File: config.mk
export PLATFORM = sky130hd
export DESIGN_NAME = regfile_param
export DESIGN_NICKNAME = d
export VERILOG_FILES = /design/src/rtl/regfile_param.sv
export SDC_FILE = /design/constraint.sdc
export NUM_CORES = 1
export LEC_CHECK = 0
export ABC_AREA = 0
export ABC_CLOCK_PERIOD_IN_PS = 2300
export CAP_MARGIN = 40
export CORE_MARGIN = 4
export CORE_UTILIZATION = 40
export CTS_BUF_LIST = sky130_fd_sc_hd__clkbuf_2
export DETAILED_ROUTE_END_ITERATION = 10
export DONT_BUFFER_PORTS = 1
export SLEW_MARGIN = 20
export SYNTH_ARGS = -nofsm -noshare
export SYNTH_HDL_FRONTEND = slang
export SYNTH_SLANG_ARGS = --single-unit
File: constraint.sdc
create_clock -name clk -period 2.3 [get_ports clk]
set_input_delay 0.23 -clock clk [delete_from_list [all_inputs] [get_ports clk]]
set_output_delay 0.23 -clock clk [all_outputs]
set_load 0.02 [all_outputs]
File: src/rtl/regfile_param.sv
// Parametrised register file with two combinational read ports, a sequential
// clear engine (one register per cycle), optional zero register and write bypass.
module regfile_param #(
  parameter int WIDTH    = 4,
  parameter int DEPTH    = 4,
  parameter int ADDR_W   = 2,
  parameter int ZERO_REG = 0,
  parameter int BYPASS   = 1
) (
  input  logic              clk,
  input  logic              rst,
  input  logic              RegWrite,
  input  logic [ADDR_W-1:0] Write_register,
  input  logic [WIDTH-1:0]  write_data,
  input  logic [ADDR_W-1:0] Read_register1,
  input  logic [ADDR_W-1:0] Read_register2,
  input  logic              clear_req,
  output logic [WIDTH-1:0]  rs1,
  output logic [WIDTH-1:0]  rs2,
  output logic              busy
);

  localparam int NREG = 2 ** ADDR_W;
  localparam logic [ADDR_W-1:0] LAST_ADDR = ADDR_W'(DEPTH - 1);
  localparam logic [ADDR_W:0]   DEPTH_CMP = (ADDR_W + 1)'(DEPTH);

  typedef enum logic {
    IDLE  = 1'b0,
    CLEAR = 1'b1
  } state_t;

  state_t            state, state_next;
  logic [ADDR_W-1:0] clr_ptr, clr_ptr_next;
  logic [WIDTH-1:0]  regs [NREG];
  logic              wr_en;
  logic [ADDR_W-1:0] rd_addr [2];
  logic [WIDTH-1:0]  rd_data [2];

  function automatic logic addr_in_range(input logic [ADDR_W-1:0] a);
    return ({1'b0, a} < DEPTH_CMP);
  endfunction

  function automatic logic addr_is_zero_reg(input logic [ADDR_W-1:0] a);
    return (ZERO_REG != 0) && (a == '0);
  endfunction

  assign busy  = (state == CLEAR);
  assign wr_en = RegWrite && !rst && (state == IDLE) &&
                 addr_in_range(Write_register) && !addr_is_zero_reg(Write_register);

  always_comb begin
    state_next   = state;
    clr_ptr_next = clr_ptr;
    if (state == IDLE) begin
      if (clear_req) begin
        state_next   = CLEAR;
        clr_ptr_next = '0;
      end
    end else begin
      if (clr_ptr == LAST_ADDR) begin
        state_next = IDLE;
      end else begin
        clr_ptr_next = clr_ptr + 1'b1;
      end
    end
  end

  always_ff @(posedge clk) begin
    if (rst) begin
      state   <= CLEAR;
      clr_ptr <= '0;
    end else begin
      state   <= state_next;
      clr_ptr <= clr_ptr_next;
    end
  end

  // Storage is only ever zeroed by the clear walk, never directly by rst.
  always_ff @(posedge clk) begin
    if (!rst && state == CLEAR) begin
      regs[clr_ptr] <= '0;
    end else if (wr_en) begin
      regs[Write_register] <= write_data;
    end
  end

  assign rd_addr[0] = Read_register1;
  assign rd_addr[1] = Read_register2;

  always_comb begin
    for (int p = 0; p < 2; p++) begin
      rd_data[p] = '0;
      if (!busy && addr_in_range(rd_addr[p]) && !addr_is_zero_reg(rd_addr[p])) begin
        if ((BYPASS != 0) && wr_en && (Write_register == rd_addr[p])) begin
          rd_data[p] = write_data;
        end else begin
          rd_data[p] = regs[rd_addr[p]];
        end
      end
    end
  end

  assign rs1 = rd_data[0];
  assign rs2 = rd_data[1];

endmodule

# After elaboration in Yosys (flattened, before gate mapping)
# Memory sizes are Yosys's and may differ from the RTL's.
# Index checks and enable logic that the tools add are counted.
# W data, S select, Z words.
[word_totals]
ff_bits = 3
ram_bits = 16
in_bits = 14
output_inout_bits = 9
word_cells = 36
n_memories = 1
[classes]
addsub = 1
n_eq_ne = 4
muxes = 18
bitwise = 1
n_reduce_logical = 9
[memory_table]
columns = ["name", "depth", "word_bits", "rd", "rd_clocked_by_memory_dff", "write_ports", "line", "text"]
rows = [
  ["regs", 4, 4, 2, 0, 1, "34", "logic [WIDTH-1:0] regs [NREG];"],
]
[ops]
columns = ["op", "n"]
rows = [
  ["$mux W4", 5],
  ["$mux W1", 9],
  ["$mux W2", 4],
  ["$logic_and A1 B1 Y1", 5],
  ["$eq A2 B2 Y1", 2],
  ["$reduce_or A4 Y1", 1],
  ["$add A2 B1 Y2 const B", 1],
  ["$eq A2 B2 Y1 const B", 1],
  ["$ne A2 B2 Y1 const B", 1],
  ["$reduce_and A2 Y1", 1],
  ["$reduce_bool A2 Y1", 1],
  ["$logic_not A1 Y1", 1],
  ["$not A1 Y1", 1],
]

# Depth between registers and ports, before layout
[logic_depth]
word_depth = 8
ltp_mapped = 4
depth_no_buf = 4

# Least setup slack after synthesis
# No wires, ideal clock.
[synth_timing]
kind = "register to register"
start = "register state, in the netlist busy"
end = "memory regs[0][0], enable pin"
setup_ns = 0.367
arrival_time_ns = 1.413
required_time_ns = 1.933
setup_slack_ns = 0.520
path_stages_with_launch = 4
n_path_buf = 0
synth_period_minus_slack_ns = 1.780
path_cell_list = "dfxtp_1 > nor3b_2 > mux2i_1 > nor3b_1"
[synth_between]
elab_chain_len = 7
[synth_rtl]
columns = ["element", "line", "text"]
rows = [
  ["start, declared", "32", "state_t state, state_next;"],
  ["start signal, assigned", "73", "state <= state_next;"],
  ["$not A1 Y1", "-", ""],
  ["$logic_and A1 B1 Y1", "48", "assign wr_en = RegWrite && !rst && (state == IDLE) &&"],
  ["$mux W1", "82", "end else if (wr_en) begin"],
  ["$mux W1", "80", "if (!rst && state == CLEAR) begin"],
  ["$mux W1 (implied by the code)", "83", "regs[Write_register] <= write_data;"],
  ["$reduce_or A4 Y1 (no source line)", "-", ""],
  ["$mux W2 (no source line) or $mux W1 (tied branches)", "-", ""],
  ["end, declared", "34", ""],
]
# Several ways; a longest one is shown, not always the timed one.

# Final worst setup path
[layout_timing]
start = "register state, in the netlist busy"
end = "output rs2[1]"
[layout_between]
elab_chain_len = 5
[layout_rtl]
columns = ["element", "line", "text"]
rows = [
  ["$not A1 Y1", "-", ""],
  ["$logic_and A1 B1 Y1", "48", ""],
  ["$logic_and A1 B1 Y1", "94", "if ((BYPASS != 0) && wr_en && (Write_register == rd_addr[p])) begin"],
  ["$mux W4", "94", ""],
  ["$mux W4 (*)", "93", "if (!busy && addr_in_range(rd_addr[p]) && !addr_is_zero_reg(rd_addr[p])) begin"],
  ["end, declared", "19", "output logic [WIDTH-1:0] rs2,"],
]
# Mark *: on every way between the ends. The rest lies on a longest branch, timed or not.

==> out/metrics.cfg <==
[outcome]
run_status = completed

[route]
drtIter0Drc = 66
via_per_inst = 6.31
drtPass1Iterations = 4
wl_mm = 2.43
num_vias = 801
ant_nets = 0
wl_per_cell_um = 19.1
drcViolationCount = 0

[clocking]
root_buffer = clkbuf_2
htreeDepth = 1
cts_sinks = 19
cts-resized-gates = 0
clock_path_buffers = 2
cts_tree = done
clk_pin_slew_ns = 0.16
clock_latency_ns = 0.30
cts_buffers = 3

[global_routing]
grt_usage = 0.138
grtUsageMet2 = 0.238
met1_usage = 0.162
grt.met3_usage = 0.0331
grt_pass1_wl_mm = 3.72
antenna_found_initial = 0
grt_start_max_net_pins = 13
grt_overflow = 0
first_global_vias = 811
grt_busiest_layer = met2

[worst_setup_path]
critPathMaxStageDelay_ns = 0.54
crit_family = simple AND/OR/NAND/NOR gates
critPathRequiredTime_ns = 2.07
worstPathCellList = or3b_1 > o31ai_1 > a21oi_1
start_kind = register
crit_path_max_fanout = 8
critPathKind = register to output pin
worst_path_max_delay_cell = or3b_1
critPathCaptureType = output pin
arrival_ns = 1.84
crit_buf_inv = 0

[placed_design]
post-place-ws_ns = 0.531
dp.cells = 121
portBuffers = 0
dp_hpwl_mm = 1.91
routabilityCongestion = 0.764

[timing]
relSlewSlack = 0.680
whs_ns = 0.120
fin_tns_setup_ns = 0
finalCritPeriodShare = 0.899
final.setup.worst_slack_ns = 0.231
hold_viol = 0
fin_crit_ns = 2.07
tightestPinTransition_ns = 0.482
rsz0062_at_grt = false
drv_slew = 0
finClkSkew_ns = 0.00237
fmax_ghz = 0.483
final-setup-viol-count = 0

[floorplan]
core-area_um2 = 2780
die_h_um = 62.0
die_w_um = 62.0
io_pins = 23
dieArea_um2 = 3840
num_rows = 19
initial_core_util = 0.419

[synthesis]
syn_avg_cell_area_um2 = 12.3
synth_area_um2 = 1170
synthArstFlopShare = 0
ys_types = 25
synth_fp_nets = 110
yosysSeqAreaShare = 0.464
ys_ff_latch = 19
ys.flop_type = edfxtp_1
yosysWarnings = 0
synthCells = 95
synth_edf_count = 16

[hold_path]
hold_path_class = input port to register

[cells_and_area]
syn_to_final_growth_pct = 5.69
final_common_cell = edfxtp_1
final_cell_mix = edfxtp_1 (16), a21oi_1 (12), nand4_1 (8), mux4_2 (8), o31ai_1 (8)
insertedDiodeCount = 0
stdcell_count = 127
final_nets = 112
utilization = 0.443
drive_above_1_share = 0.177

[power_and_ir_drop]
power.density_nw_per_um2 = 726
peakVddDrop_mv = 0.397
power.leakage_nw = 0.378

[run]
cap_violations = 0

## layer usage
metal  share of wire  wire length [µm]
met2            0.50              1220
met5               0                 0
met1            0.42              1010
met4           0.014                34
met3           0.067               162
## final timing paths
path         startpoint          to  slack (ns)  depth (start not counted)
max reg2reg        busy  regs[3][3]        0.52                          4
min           clear_req        busy        0.12                          2
min reg2reg  clr_ptr[0]  clr_ptr[0]        0.52                          2
max                busy      rs2[1]        0.23                          3
## per-stage QoR
stage / power [mW] / instance area (µm²)
after floorplan: 0.701 / 1170
after global placement: 0.754 / 1190
after detailed placement: 0.760 / 1190
after CTS: 0.904 / 1220
after global routing: 0.955 / 1230
final: 0.895 / 1230
## cell usage after synthesis (2+ instances only)
cell type | count | share of area
nand2b_1 | 2 | 0.011
edfxtp_1 | 16 | 0.41
nand3_1 | 2 | 0.0086
and2_1 | 5 | 0.027
nor3b_1 | 2 | 0.013
nand3b_1 | 3 | 0.019
xor2_1 | 4 | 0.030
nand4_1 | 8 | 0.043
xnor2_1 | 4 | 0.030
o31ai_1 | 8 | 0.052
dfxtp_1 | 3 | 0.052
a21oi_1 | 12 | 0.052
mux4_2 | 8 | 0.15
clkbuf_1 | 5 | 0.016
buf_2 | 3 | 0.013
## power breakdown
| part | total (mW) | switching (mW) | internal [mW] | leakage, nW |
|---|---|---|---|---|
| logic | 0.274 | 0.148 | 0.127 | 0.187 |
| registers | 0.484 | 0.0419 | 0.442 | 0.178 |
| clock network | 0.137 | 0.0962 | 0.0406 | 0.0126 |
| total | 0.895 | 0.286 | 0.609 | 0.378 |
## sequential cells by signal, indices dropped and copies added, names as in the netlist
name     count
regs        16
busy         1
clr_ptr      2
## what timing repair did
action / CTS / global route
hold buffers: 1 / 1
setup buffers: 0 / 0
hold endpoints to repair: 2 / 1
## final cells by class
cell class              instances  area [µm²]
multi-input cells              66         577
inverters                       1        3.75
clock inverters                 1        7.51
repair buffers                  6        50.0
well taps                      31        38.8
fillers                       243        1550
flip-flops and latches         19         541
clock buffers                   3        15.0
## logic make-up (layout without fill, tap and decap cells)
kind of cell	after synthesis	count (layout)	synth area share
adder cells (fa/ha/maj)	1	1	0.0107
buffers and inverters	10	11	0.0418
AO/OA/AOI/OAI	20	20	0.103
multiplexers	9	9	0.163
flip-flops	19	19	0.464
XOR/XNOR	8	8	0.0601
AND/OR/NAND/NOR	28	28	0.158
(Power assumes the default switching activity.)
